--- config.mk ---
export PLATFORM = sky130hd
export DESIGN_NAME = uart_reg_master
export DESIGN_NICKNAME = d
export VERILOG_FILES = /design/src/rtl/uart_reg_master_pkg.sv /design/src/rtl/uart_reg_master.sv
export SDC_FILE = /design/constraint.sdc
export NUM_CORES = 1
export LEC_CHECK = 0
export ABC_AREA = 1
export CORE_UTILIZATION = 37
export CTS_CLUSTER_DIAMETER = 40
export CTS_CLUSTER_SIZE = 10
export DETAILED_ROUTE_END_ITERATION = 7
export PLACE_DENSITY = 0.77
export SLEW_MARGIN = 10
export SYNTH_ARGS = -nofsm -noshare
export SYNTH_HDL_FRONTEND = slang
export SYNTH_SLANG_ARGS = --single-unit
--- constraint.sdc ---
create_clock -name clk -period 1.5 [get_ports clk]
set_clock_uncertainty 0.1 [all_clocks]
set_input_delay 0.225 -clock clk [delete_from_list [all_inputs] [get_ports clk]]
set_output_delay 0.225 -clock clk [all_outputs]
set_load 0.05 [all_outputs]
--- src/rtl/uart_reg_master_pkg.sv ---
// uart_reg_master_pkg: register map, op codes and FSM states for uart_reg_master
package uart_reg_master_pkg;
  typedef enum logic [1:0] {IDLE, POLL, ACCESS, RESP} state_t;
  localparam logic [1:0] OP_TX  = 2'b00;
  localparam logic [1:0] OP_RX  = 2'b01;
  localparam logic [1:0] OP_CFG = 2'b10;
  localparam logic [1:0] REG_CR  = 2'd0;
  localparam logic [1:0] REG_SR  = 2'd1;
  localparam logic [1:0] REG_TDR = 2'd2;
  localparam logic [1:0] REG_RDR = 2'd3;
  localparam int CHAN_STRIDE = 4;
  function automatic logic [21:0] reg_addr(input logic chan, input logic [1:0] off);
    return 22'(chan) * 22'(CHAN_STRIDE) + 22'(off);
  endfunction
endpackage

--- src/rtl/uart_reg_master.sv ---
// uart_reg_master: polled CR/SR/TDR/RDR bus initiator for the dual-UART register file
// Define UART_MASTER_CFG_EN to enable op 10 (write CRx); otherwise op 10 is reserved.
module uart_reg_master
  import uart_reg_master_pkg::*;
#(
  parameter int POLL_LIMIT   = 1024,
  parameter int TX_FULL_BIT  = 1,
  parameter int RX_AVAIL_BIT = 0
) (
  input  logic        clk,
  input  logic        rst,
  input  logic        cmd_valid,
  output logic        cmd_ready,
  input  logic [1:0]  cmd_op,
  input  logic        cmd_chan,
  input  logic [31:0] cmd_data,
  output logic        rsp_valid,
  input  logic        rsp_ready,
  output logic [7:0]  rsp_data,
  output logic        rsp_err,
  output logic [21:0] addr,
  output logic        we,
  output logic        re,
  output logic [31:0] write_data,
  input  logic [31:0] read_data
);
  localparam int CW = $clog2(POLL_LIMIT) + 1;
`ifdef UART_MASTER_CFG_EN
  localparam bit CFG_EN = 1'b1;
`else
  localparam bit CFG_EN = 1'b0;
`endif
  state_t state, state_nx;
  logic [1:0] op;
  logic chan;
  logic [31:0] data;
  logic [CW-1:0] cnt;
  logic accept, cmd_legal, sr_ready, timeout, unused_rd;
  assign cmd_ready = state == IDLE && !rst;
  assign accept = cmd_valid && cmd_ready;
  assign cmd_legal = cmd_op == OP_TX || cmd_op == OP_RX || (CFG_EN && cmd_op == OP_CFG);
  assign sr_ready = op == OP_TX ? !read_data[TX_FULL_BIT] : read_data[RX_AVAIL_BIT];
  assign timeout = cnt == CW'(POLL_LIMIT - 1);
  assign rsp_valid = state == RESP;
  assign unused_rd = ^read_data;
  always_comb begin
    state_nx = state;
    we = 1'b0;
    re = 1'b0;
    addr = '0;
    write_data = '0;
    case (state)
      IDLE: state_nx = !accept ? IDLE : !cmd_legal ? RESP : cmd_op == OP_CFG ? ACCESS : POLL;
      POLL: begin
        re = 1'b1;
        addr = reg_addr(chan, REG_SR);
        state_nx = sr_ready ? ACCESS : timeout ? RESP : POLL;
      end
      ACCESS: begin
        state_nx = RESP;
        we = op != OP_RX;
        re = op == OP_RX;
        addr = reg_addr(chan, op == OP_TX ? REG_TDR : op == OP_RX ? REG_RDR : REG_CR);
        write_data = op == OP_TX ? {24'h0, data[7:0]} : op == OP_CFG ? data : '0;
      end
      RESP: state_nx = rsp_ready ? IDLE : RESP;
      default: state_nx = IDLE;
    endcase
  end
  always_ff @(posedge clk) begin
    if (rst) begin
      state <= IDLE;
      op <= OP_TX;
      chan <= 1'b0;
      data <= '0;
      cnt <= '0;
      rsp_data <= '0;
      rsp_err <= 1'b0;
    end else begin
      state <= state_nx;
      if (accept) begin
        op <= cmd_op;
        chan <= cmd_chan;
        data <= cmd_data;
        cnt <= '0;
        rsp_data <= '0;
        rsp_err <= !cmd_legal;
      end
      // a failed poll on the last allowed read ends the command with an error
      if (state == POLL && !sr_ready) begin
        cnt <= cnt + CW'(1);
        if (timeout) rsp_err <= 1'b1;
      end
      if (state == ACCESS && op == OP_RX) rsp_data <= read_data[7:0];
    end
  end
endmodule

# Yosys cells after proc, flatten, opt, wreduce, memory -nomap -nowiden
# Cells that the tools add are included.
word_totals:
  ff_bits: 57
  inputBits: 71
  output_inout_bits: 67
  word_cells: 56
op_classes:
  n_addsub: 3
  n_eq_ne: 9
  muxes: 23
  reduce_logical: 14
ops:
  columns: ["op", "count"]
  rows:
  - ["$mux 32", 3]
  - ["$mux 11", 2]
  - ["$mux 2", 8]
  - ["$mux 8", 2]
  - ["$add 11x1->11 const B", 1]
  - ["$eq 11x10->1 const B", 1]
  - ["$eq 2x2->1 const B", 4]
  - ["$pmux 2 s4", 1]
  - ["$pmux 4 s2", 1]
  - ["$eq 2x1->1 const B", 3]
  - ["$logic_not 2->1", 3]
  - ["$mux 1", 5]
  - ["$add 3x1->4 const B", 1]
  - ["$add 3x2->4", 1]
  - ["$logic_and 1x1->1", 4]
  - ["$logic_not 1->1", 4]
  - ["$reduce_bool 2->1", 2]
  - ["$ne 2x1->1 const B", 1]
  - ["$pmux 1 s2", 1]
  - ["$logic_or 1x1->1", 1]

# Longest topological paths before layout
# Gate-level depths: netlist of the first run.
logic_depth:
  ltp_word: 6
  mapped_depth: 10
  depth_no_buf: 10

# Least setup slack after synthesis of the first run
# Ideal clock, no wire load.
synth_timing:
  path_kind: "register to output"
  from: "reg state[0]"
  to: "out write_data[10]"
  arrival_time_ns: 2.037
  t_required_ns: 1.175
  slack_ns: -0.862
  path_stages_with_launch: 6
  path_buffers: 1
  cell_sequence: "dfxtp_1 -> inv_1 -> ha_1 -> clkinv_1 -> clkbuf_1 -> nor3_1"
synth_between:
  elab_chain_len: 2
synth_rtl:
  columns: ["element", "line", "rtl"]
  rows:
  - ["start, declared", "uart_reg_master.sv:33", "state_t state, state_nx;"]
  - ["start signal, assigned", "uart_reg_master.sv:80", "state <= state_nx;"]
  - ["$eq 2x2->1", "uart_reg_master.sv:52", "case (state)"]
  - ["$mux 32", "uart_reg_master.sv:52", null]
  - ["end, declared", "uart_reg_master.sv:24", "output logic [31:0] write_data,"]
# No other way between the ends.

# Worst setup path in the final report of the first run
layout_timing:
  from: "reg state[0]"
  to: "out write_data[8]"
# Same word-level chain as after synthesis.

==> reports/qor.yml, run 1 <==
final_common_cell: "dfxtp_1"
initial_core_util_pct: 39.07
layout_common_cells: "dfxtp_1 (53), clkdlybuf4s50_1 (46), inv_1 (42)"
cts_buffers: 9
slowest_stage: "dfxtp_2"
crit_type: "reg -> out"
dr_total_vias: 3117
insertion_delay_ns: 0.34
h-tree-depth: 3
grt_pass1_wl_um: 13700
grt_overflow: 0
synth_cells: 390
worst_slack_ns: -0.3658
dr.first_iter.drc_count: 132
syn2layout_area_growth_pct: 94.00
n_fill_cell: 460
antennaDiodeCount: 0
cts-root-buf: "clkbuf_8"
drt_wl_total_um: 9857
tns_ns: -13.51
nets: 591
hpwl_um: 5594
ctsLongestPathBuffers: 2
synth.avg_cell_area_um2: 7.382
cp.arrival_ns: 1.54
violations: "setup timing"
dr.pass1.iters: 4
grt_pass1_vias: 2908
whs_path_depth: 3
post-route-period-util_pct: 124.4
synth_warnings: 0
antenna_found_initial: 0
gp_congestion: 0.8251
slew_viol_final: 0
postCtsHoldBufs: 0
rsz0062_at_grt: "true"
power_density_nw_per_um2: 1237
reg2regPathDepth: 9
peakVddDrop_mv: 0.8217
cp_max_fo: 7
setup_viol: 63
ys_types: 32
wl_per_cell_um: 15.95
hold_viol: 0
grt_max_degree: 44
hold_class: "in -> reg"
dieArea_um2: 8138
critPathRequiredTime_ns: 1.17
crit_chain: "inv_4 > ha_4 > clkinv_8 > buf_16 > nor3_4 > buf_6"
boundaryPins: 138
drive_above_1_share_pct: 44.32
cts_tree: "done"
endpoint_kind: "primary output"
dieHeight_um: 90.21
grt_usage_pct: 21.15
max_cap_violations: 0
leakage_nw: 2.303
total_power_mw: 6.911
fmax_mhz: 536.0
viasPerCell: 5.044
ant_nets: 0
seq_area_frac_synth_pct: 39.63
synth_seq_cells: 57
outcome: "finished with violations"
drc: 0
core.rowCount: 31
startpoint_type: "register"
synth_area_um2: 2879
fin_crit_ns: 1.866
coreArea_um2: 7370
place_ws_ns: -0.2442
place.port_buffers: 94
die_w_um: 90.21
slowest_delay_ns: 0.34
cts_num_sinks: 57
clkTransAtPathRegs_ns: 0.06
==> Yosys cell counts, drive strengths merged <==
cell type,number,area [um^2]
nand2,40,162.6
clkbuf,10,38.78
dfxtp,57,1141
nand4,8,50.05
nor3,33,165.2
conb,1,3.750
or2,1,6.260
clkinv,2,8.750
inv,52,195.2
o21ai,40,204.0
a2bb2oi,1,8.760
nor2,18,93.84
buf,33,249.0
a211oi,2,15.01
a21oi,57,285.3
o21bai,1,18.77
nand3,28,157.7
ha,6,75.07
==> critical path: cells and delay by family (launching register included) <==
family,cells,cell delay (ns)
simple gates,1,0.14
fa+ha+maj,1,0.17
buf+inv,4,0.55
flops,1,0.34
==> final timing paths <==
| kind | from | to | slack (ns) |
|---|---|---|---|
| hold / removal | read_data[4] | rsp_data[4] | 0.38 |
| hold reg to reg | data[1] | data[1] | 0.41 |
| setup reg to reg | state[1] | data[23] | -0.09 |
| setup / recovery | state[0] | write_data[8] | -0.37 |
==> logic make-up (layout without fill, tap and decap cells) <==
logic type / Yosys count / count (layout) / synth area share [%]
AND/OR/NAND/NOR: 128 / 129 / 22.08
AO/OA/AOI/OAI: 101 / 101 / 18.47
buffers and inverters: 97 / 207 / 17.08
flip-flops: 57 / 57 / 39.63
adder cells (fa/ha/maj): 6 / 6 / 2.607
other: 1 / 19 / 0.1303
==> power by group <==
part	internal, mW	switching [mW]	leakage [nW]
Clock	1.11	0.630	0.118
Sequential	1.72	0.111	0.467
Combinational	1.38	1.96	1.72
Total	4.21	2.70	2.30
==> through the flow <==
| stage | hold slack, ns | util (%) | area, um^2 | instances |
|---|---|---|---|---|
| final | 0.3835 | 75.79 | 5585 | 618 |
| after floorplan | 0.2991 | - | 3501 | 408 |
| after CTS | 0.3619 | 68.85 | 5074 | 606 |
| after global routing | 0.3722 | 75.79 | 5585 | 618 |
| after detailed placement | 0.3764 | 62.19 | 4583 | 588 |
| after global placement | 0.3554 | 62.19 | 4583 | 588 |
==> what timing repair did <==
action / CTS / global route
pin swaps: 13 / 16
resized for setup: 54 / 102
gates cloned: 2 / 10
setup buffers: 0 / 2
setup endpoints to repair: 59 / 66
==> routing by layer <==
| metal | up-vias | global-route usage, % | routed length [um] |
|---|---|---|---|
| li1 | 1510 | - | - |
| met1 | 1473 | 25.20 | 3896 |
| met2 | 117 | 36.45 | 5299 |
| met3 | 17 | 7.107 | 482 |
| met4 | 0 | 5.242 | 178 |
| met5 | - | 0 | 0 |
==> state kept, by name (all words and copies together), names as in the netlist <==
name / count
cnt: 11
rsp_err: 1
chan: 1
op: 2
data: 32
rsp_data: 8
state: 2
==> cell type report <==
class / count / area [um^2] / area share, %
multi-input combinational: 255 / 2072 / 37.10
clock inverter: 5 / 103.9 / 1.859
clock buffer: 11 / 131.4 / 2.352
inverter: 54 / 226.5 / 4.055
tap: 99 / 123.9 / 2.218
timing repair buffer: 137 / 1777 / 31.81
sequential: 57 / 1151 / 20.61
No activity file was read; power rests on OpenSTA's default activity.
==> inputs of run 2 (changes only) <==
--- a/config.mk
+++ b/config.mk
@@ -5,11 +5,11 @@
 export SDC_FILE = /design/constraint.sdc
 export NUM_CORES = 1
 export LEC_CHECK = 0
-export ABC_AREA = 1
 export CORE_UTILIZATION = 37
 export CTS_CLUSTER_DIAMETER = 40
 export CTS_CLUSTER_SIZE = 10
 export DETAILED_ROUTE_END_ITERATION = 7
+export MAX_ROUTING_LAYER = met4
 export PLACE_DENSITY = 0.77
 export SLEW_MARGIN = 10
 export SYNTH_ARGS = -nofsm -noshare
==> run 2 against run 1 <==
Effect of this change: the flow still finishes with violations (setup timing); combinational power is 17% lower; global-route usage grew 1.8 points; hold slack worse by 0.22 ns; synthesized cell count down 11%; worst setup slack worse by 0.092 ns; sequential share of layout area increased by 0.86 points; flip-flop and latch count unchanged; final area down 4.0%; critical path depth unchanged; power decreased by 11%; via count down 5.1%; critical path type unchanged; largest cell class is now non-clock buffers; highest routed layer unchanged.
==> reports/qor.yml, run 2 <==
grt_max_degree: 33
violations: "setup timing"
synth_edf_count: 0
largest_register_ffs: 32
crit_chain: "inv_4 > ha_4 > and2b_2 > buf_6 > and3_4 > buf_12"
cp.arrival_ns: 1.63
rsz0062_at_grt: "true"
yosysTopAreaCellShare_pct: 40.35
dr.first_iter.drc_count: 118
core.rowCount: 31
wl_met2_um: 4601
synth_largest_area_cell: "dfxtp_1"
synth-main-ff-cell: "dfxtp_1"
pwr-share-comb_pct: 45.4
nets: 563
async_flop_share_pct: 0
cts-root-buf: "clkbuf_8"
startpoint_type: "register"
slowest_delay_ns: 0.35
slew_viol_final: 0
leakage_nw: 2.252
antennaDiodeCount: 0
seq_area_frac_synth_pct: 40.35
reg2reg_setup_slack_ns: -0.28
pwr-share-clk_pct: 23.8
synth_cells: 347
syn2layout_area_growth_pct: 89.65
place.port_buffers: 94
hold_class: "in -> reg"
drive_above_1_share_pct: 41.14
drc: 0
synth_area_um2: 2828
stdcell_area_um2: 5363
pwr-share-seq_pct: 30.9
outcome: "finished with violations"
dieArea_um2: 7996
worst_slack_ns: -0.4583
viasPerCell: 5.015
cp_max_fo: 13
netlist_top_cells_area: "dfxtp_1 (40%), nand2_1 (10%), nand3b_1 (9.8%)"
cts_num_sinks: 57
endpoint_kind: "primary output"
grt_usage_pct: 22.90
reg2regPathDepth: 8
synth_common_cells: "nand2_1 (75), dfxtp_1 (57), nand3b_1 (37)"
drt_wl_total_um: 9115
synth.avg_cell_area_um2: 8.149
ys_types: 44
reg2reg_to: "cnt[7]"
final_cells: 590
wl_per_cell_um: 15.45
cts_tree: "done"
reg_top3: "data (32), cnt (11), rsp_data (8)"
clkTransAtPathRegs_ns: 0.07
h-tree-depth: 3
cp-endpoint: "write_data[20]"
final_common_cell: "nand2_1"
post-route-period-util_pct: 130.6
insertion_delay_ns: 0.35
die_w_um: 89.42
tns_ns: -21.07
cts_buffers: 9
synth_warnings: 0
setup_viol: 91
fin_crit_ns: 1.958
max_cap_violations: 0
grt_pass1_wl_um: 13280
layout_common_cells: "nand2_1 (71), dfxtp_1 (53), buf_12 (49)"
coreArea_um2: 7331
critPathRequiredTime_ns: 1.17
dieHeight_um: 89.42
ant_nets: 0
synth_seq_cells: 57
ctsLongestPathBuffers: 2
slowest_stage: "dfxtp_2"
synth.most_common_cell: "nand2_1"
power_density_nw_per_um2: 1144
dpl_cell_area_um2: 4705
sw_frac_of_total_pct: 35.44
grt_pass1_vias: 2823
postCtsHoldBufs: 0
place_inst: 557
top_layer: "met4"
grt_overflow: 0
dr.pass1.iters: 4
fin_util_pct: 73.15
dr_total_vias: 2959
boundaryPins: 138
r2r_start: "state[0]"
power.internal_mw: 3.961
routed-wl-met3_um: 527
p_sw_mw: 2.175
hold_viol: 0
largest-register: "data"
gp_congestion: 0.9223
initial_core_util_pct: 38.57
peakVddDrop_mv: 0.5803
critPathLaunch: "state[0]"
fmax_mhz: 510.7
drt-met1-wl_um: 3775
hpwl_um: 6026
antenna_found_initial: 0
crit_type: "reg -> out"
-- run 2: cell types whose count changed in the layout (fill, tap and decap cells not counted), moves of 19 or more --
cell	before	now
nand2_1	33	71
inv_1	42	4
buf_6	40	21
nand3b_1	0	37
and3_4	0	25
a21oi_2	23	3
nor3_4	33	0
buf_12	22	49
a21oi_1	29	6
-- run 2: worst min path at each step --
stage                to  startpoint  cells past startpoint  slack [ns]
2_1_floorplan     op[0]   cmd_op[0]                      2        0.22
3_3_place_gp    data[8]     data[8]                      2        0.36
3_5_place_dp   data[11]    data[11]                      2        0.36
4_1_cts        state[1]         rst                      3        0.15
5_1_grt        state[1]         rst                      3        0.17
6_report       state[1]         rst                      3        0.17
-- run 2: final cells by class --
cell class              instances  area, um^2
repair buffers                153        2018
flip-flops and latches         57        1151
multi-input cells             259        1846
clock buffers                  11       141.4
well taps                      99       123.9
fillers                       492        1968
inverters                       6       27.53
clock inverters                 5       55.05
-- run 2: through the flow --
stage          power, mW  setup slack (ns)  hold WS (ns)
6_report           6.136           -0.4583        0.1682
4_1_cts            5.698           -0.4492        0.1499
5_1_grt            6.404           -0.5069        0.1683
3_3_place_gp       3.939           -0.3962        0.3570
2_1_floorplan      3.122           -0.1034        0.2233
3_5_place_dp       4.007           -0.4329        0.3618
-- run 2: per-layer routing --
metal | GRT usage (%) | vias to the layer above
met5 | - | -
met4 | 9.668 | 0
met3 | 6.187 | 19
met2 | 38.03 | 113
met1 | 25.99 | 1399
li1 | - | 1428
-- run 2: cell families after synthesis --
| family | after synthesis | share of synthesized area [%] |
|---|---|---|
| multiplexers | 5 | 1.947 |
| AO/OA/AOI/OAI | 36 | 8.938 |
| AND/OR/NAND/NOR | 192 | 36.28 |
| flip-flops | 57 | 40.35 |
| buffers and inverters | 49 | 9.381 |
| XOR/XNOR | 1 | 0.3098 |
| adder cells (fa/ha/maj) | 6 | 2.655 |
| other | 1 | 0.1326 |
-- run 2: worst max-delay path: cells and delay by family (launching register included) --
family | cells | cell delay (ns)
simple gates | 2 | 0.42
buf+inv | 3 | 0.35
flops | 1 | 0.35
fa+ha+maj | 1 | 0.16
-- run 2: power groups by stage --
stage               combinational [mW]  clock [mW]  sequential, mW
finish                            2.78        1.46            1.89
global route                      2.93        1.55            1.92
CTS                               2.35        1.47            1.88
detailed placement                2.11           0            1.90
global placement                  2.05           0            1.89
floorplan                         1.22           0            1.91
-- run 2: what timing repair did --
action / CTS / global route
endpoints found under the setup margin: 96 / 96
gates resized for setup: 32 / 42
pin swaps: 27 / 56
setup buffers: 8 / 10
cloned: 1 / 3
==> inputs of run 3 (changes only) <==
--- a/config.mk
+++ b/config.mk
@@ -5,11 +5,11 @@
 export SDC_FILE = /design/constraint.sdc
 export NUM_CORES = 1
 export LEC_CHECK = 0
+export CORE_MARGIN = 10
 export CORE_UTILIZATION = 37
 export CTS_CLUSTER_DIAMETER = 40
 export CTS_CLUSTER_SIZE = 10
 export DETAILED_ROUTE_END_ITERATION = 7
-export MAX_ROUTING_LAYER = met4
 export PLACE_DENSITY = 0.77
 export SLEW_MARGIN = 10
 export SYNTH_ARGS = -nofsm -noshare
==> run 3 against run 2 <==
Effect of this change: the flow still finishes with violations (setup timing); maximum frequency is 0.37% lower; utilization increased by 0.38 points; worst setup slack lost 0.0072 ns; hold slack improved by 0.0016 ns; largest power group unchanged.
==> reports/qor.yml, run 3 (synthesized netlist as in run 2, its figures left out) <==
outcome: "finished with violations"
violations: "setup timing"
fmax_mhz: 508.8
multi_input_area_um2: 1851
rsz0062_at_grt: "true"
coreArea_um2: 7331
cp_num_buf_inv: 3
post-route-period-util_pct: 131.0
dr.pass1.iters: 4
sw_frac_of_total_pct: 32.98
postCtsHoldBufs: 0
drive_above_1_share_pct: 41.36
reg_top3: "data (32), cnt (11), rsp_data (8)"
place_ws_ns: -0.4074
viasPerCell: 5.070
crit_chain: "buf_6 > ha_4 > and2b_4 > buf_12 > and3_4 > buf_12"
place.port_buffers: 94
startpoint_type: "register"
cpMostUsedCell: "buf_12"
antennaDiodeCount: 0
peakVddDrop_mv: 0.8506
cts-root-buf: "clkbuf_8"
endpoint_kind: "primary output"
dr_total_vias: 2966
cp_max_fo: 11
core.rowCount: 31
n_fill_cell: 486
ant_nets: 0
fin_crit_ns: 1.965
final_common_cell: "nand2_1"
setup_viol: 96
dieArea_um2: 11540
critPathRequiredTime_ns: 1.17
globalRouteMet3Util_pct: 7.066
leakage_nw: 2.245
dieHeight_um: 107.4
syn2layout_area_growth_pct: 90.62
cp.arrival_ns: 1.64
antenna_found_initial: 0
slew_viol_final: 0
dr.first_iter.drc_count: 144
hpwl_um: 7051
critical_path.top_delay_family: "simple AND/OR/NAND/NOR gates"
power.internal_mw: 4.381
fin_util_pct: 73.53
pwr-share-comb_pct: 42.4
layout_common_cells: "nand2_1 (72), dfxtp_1 (53), buf_12 (49)"
path_depth: 6
grt_pass1_vias: 3159
power_density_nw_per_um2: 1213
grt_usage_pct: 17.72
gr-usage-met1_pct: 18.85
met2_usage_pct: 31.72
pwr-share-clk_pct: 28.8
slowest_stage: "dfxtp_2"
insertion_delay_ns: 0.34
gp_congestion: 0.8888
grt_max_degree: 31
boundaryPins: 138
seq_area_um2: 1149
hold_class: "in -> reg"
wl_per_cell_um: 18.22
nets: 558
worst_slack_ns: -0.4655
grt_busiest_layer: "met2"
slowest_delay_ns: 0.34
largest-register: "data"
h-tree-depth: 3
hold_viol: 0
clkTransAtPathRegs_ns: 0.07
max_cap_violations: 0
cts_tree: "done"
initial_core_util_pct: 38.57
reg2regPathDepth: 8
cts_num_sinks: 57
whs_path_depth: 3
cts_buffers: 9
ctsLongestPathBuffers: 2
die_w_um: 107.4
grt_pass1_wl_um: 16370
drc: 0
total_power_mw: 6.536
pwr-share-seq_pct: 28.8
crit_type: "reg -> out"
largest_register_ffs: 32
p_sw_mw: 2.156
drt_wl_total_um: 10660
grt_overflow: 0
-- run 3: final cells by class --
cell class	count	share of cell area, %
clock buffers	10	2.368
well taps	99	2.298
inverters	6	0.4643
multi-input cells	259	34.33
repair buffers	148	36.82
clock inverters	6	2.414
flip-flops and latches	57	21.31
-- run 3: worst paths after layout --
check           start              to  slack, ns
max          state[1]  write_data[11]      -0.47
min               rst        state[1]       0.17
max reg2reg  state[1]          cnt[6]      -0.33
min reg2reg  data[19]        data[19]       0.38
-- run 3: per-layer routing --
layer / share of wire, % / routed length, um
met3: 8.8 / 938
met5: 0 / 0
met4: 1.1 / 112
met1: 38 / 4006
met2: 53 / 5601
-- run 3: through the flow --
stage,hold slack [ns],instance area (um^2),instances,setup TNS (ns)
after floorplan,0.2233,3128,365,-1.426
after global placement,0.3543,4637,548,-15.25
after detailed placement,0.3638,4637,548,-15.99
after CTS,0.1465,5273,579,-21.66
after global routing,0.1655,5390,585,-31.48
final,0.1698,5390,585,-26.37
-- run 3: power groups by stage --
stage	Combinational (mW)	Sequential, mW	Clock, mW
floorplan	1.22	1.91	0
global placement	2.01	1.88	0
detailed placement	2.05	1.89	0
CTS	2.61	1.87	1.92
global route	2.92	1.91	1.99
finish	2.77	1.88	1.88
-- run 3: repair_timing --
| item | 4_1_cts | 5_1_grt |
|---|---|---|
| setup endpoints to repair | 92 | 96 |
| cloned | 5 | 0 |
| setup buffers | 12 | 7 |
| resized for setup | 56 | 15 |
| pin swaps | 32 | 13 |
-- run 3: worst reg2reg max path, cell delays in order (launching register included) --
cell and delay, ns:
dfxtp_2 0.33, buf_4 0.13, inv_2 0.06, buf_6 0.10, ha_4 0.17, buf_6 0.13, nand4_1 0.18, or4_4 0.48
o21ai_1 0.08
==> RTL edit, RTL diff (config.mk and constraints of run 2) <==
Set the parameter `POLL_LIMIT` to 512 (it was 1024).
--- a/src/rtl/uart_reg_master.sv
+++ b/src/rtl/uart_reg_master.sv
@@ -3,7 +3,7 @@
 module uart_reg_master
   import uart_reg_master_pkg::*;
 #(
-  parameter int POLL_LIMIT   = 1024,
+  parameter int POLL_LIMIT   = 512,
   parameter int TX_FULL_BIT  = 1,
   parameter int RX_AVAIL_BIT = 0
 ) (
Behaviour: no difference found for any inputs over 10 cycles, from zero or initial values and one cycle with rst high; that may be too few to reach the edited logic, so the function may still have changed.
==> RTL edit against run 2 <==
- setup slack gained 28 ps
- global-route usage shrank 0.28 points
- total power shrank 6.6%
- wire length grew 7.3%
- clock power shrank 30%
- utilization grew 3.9 points
- area after synthesis shrank 3.5%
- sequential cell count shrank 1
- design area shrank 0.26%
- critical path depth is the same
- the flow still finishes with violations (negative setup slack)
- hold slack gained 170 ps
- critical path type unchanged
==> RTL edit: results (changes against run 2) <==
| Metric | Value |
|---|---|
| Outcome | `finished with violations` |
| Violations in the final reports | `negative setup slack` |
| Final net count | `545 (-3.2%)` |
| Clock buffer count | `6 (-5)` |
| First drt pass iteration count | `5 (+1)` |
| Final weighted congestion of routability-driven global placement | `0.937 (+1.6%)` |
| Detail-routed net length per standard cell | `17.3 um (+12%)` |
| Crit-path max FO | `24 (+11)` |
| Buffer share of cell area | `38.8% (+1.1 points)` |
| Registers with the most flip-flops | `data x32, cnt x10, rsp_data x8` |
| Mean post-synth cell area | `8.08 um2 (-0.88%)` |
| Worst R2R Start | `state[1]` |
| Proportion of layout cells with a drive suffix above 1 | `49.7% (+8.5 points)` |
| Clock buffer and inverter area fraction after layout | `2.08% (-1.6 points)` |
| Number of buffers inserted during clock tree synthesis | `5 (-4)` |
| Vias in the first global route | `2,750 (-2.6%)` |
| Multi-input combinational gate total | `250 (-3.5%)` |
| Share of cell area taken by flip-flops and latches | `21.2% (-0.27 points)` |
| Nonclk buf count | `149 (-2.6%)` |
| Number of violations reported at the end of detailed-routing iteration 0 | `192 (+63%)` |
| Wire length of the first global-routing pass | `13.1 mm (-1.1%)` |
| Total Neg Setup Slack | `-21,030 ps (+46.8 ps)` |
| Largest voltage drop on the vdd net | `0.000866 V (+49%)` |
| Critical Path End | `write_data[31]` |
| Final setup violation count | `93 (+2.2%)` |
| Detailed-routing wirelength on met1 | `3.77 mm (-0.13%)` |
| Most area-consuming cells after synthesis | `sky130_fd_sc_hd__dfxtp_1, sky130_fd_sc_hd__nand2_1, sky130_fd_sc_hd__nand3_1` |
| Distinct cell type count after synthesis | `45 (+2.3%)` |
| Combined area of the multi-input logic cells | `1880 um2 (+2.1%)` |
| Met1 Usage GRT | `25.4% (-0.54 points)` |
| Routed length on met2 | `5.15 mm (+12%)` |
| GRT Total Usage | `22.6% (-0.28 points)` |
| Post-placement worst setup slack | `-448 ps (-15.6 ps)` |
| Htree depth | `2 (-1)` |
| Post-Place Cells | `538 (-3.4%)` |
| FF-to-FF path depth | `7 (-1)` |
| Met2 Track Usage GR | `40.2% (+2.1 points)` |
| HPWL reported at the end of detailed placement | `5.66 mm (-6.1%)` |
| List of most frequent post-synthesis cells | `sky130_fd_sc_hd__nand2_1, sky130_fd_sc_hd__dfxtp_1, sky130_fd_sc_hd__nand3_1` |
| Clock latency reported for the late side of the worst-skew pair | `310 ps (-40 ps)` |
| Sequential share of the synthesized area | `41.1% (+0.71 points)` |
| Detailed-route wire length | `9.78 mm (+7.3%)` |
| Global routing usage on met3 | `4.90% (-1.3 points)` |
| Final WS setup | `-431 ps (+27.5 ps)` |
| Count of vias placed by the detailed router | `2,996 (+1.3%)` |
RTL edit: cell count changes after synthesis, moves of 3 or more:
cell,run 2,this run
sky130_fd_sc_hd__and3_2,0,4
sky130_fd_sc_hd__a21oi_2,0,3
sky130_fd_sc_hd__mux2i_1,4,1
sky130_fd_sc_hd__nor2_1,17,12
sky130_fd_sc_hd__nand3_1,7,41
sky130_fd_sc_hd__nand3b_1,37,2
sky130_fd_sc_hd__clkbuf_1,19,16
RTL edit: what timing repair did:
item	in CTS	in global routing
resized for setup	30	33
cloned	3	2
setup endpoints to repair	91	95
pin swaps	26	4
setup buffers	8	6
RTL edit: logic make-up after synthesis:
family / share of synthesized area (%)
and+or+nand+nor: 33.3
AOI/OAI and AO/OA: 11.9
adders and majority gates: 2.75
buffers and inverters: 10.5
muxes: 0.367
other: 0.137
DFF: 41.1
RTL edit: stage by stage:
| stage | cell area [um2] | hold slack [ps] |
|---|---|---|
| after global routing | 5350 | 322 |
| after floorplan | 3230 | 224 |
| after CTS | 5110 | 339 |
| after global placement | 4710 | 337 |
| final | 5350 | 338 |
| after detailed placement | 4710 | 346 |
RTL edit: how the worst min path moves through the flow:
stage            startpoint        to  cells after the start
5_1_grt        cmd_data[27]  data[27]                      3
3_3_place_gp        data[1]   data[1]                      2
6_report       cmd_data[27]  data[27]                      3
4_1_cts         cmd_data[7]   data[7]                      3
2_1_floorplan      cmd_chan      chan                      2
3_5_place_dp        data[2]   data[2]                      2
RTL edit: where the power goes:
group / total (mW) / internal, mW / switching, mW
logic: 2.81 / 1.39 / 1.43
registers: 1.89 / 1.71 / 0.181
clock network: 1.02 / 0.506 / 0.519
total: 5.73 / 3.61 / 2.13
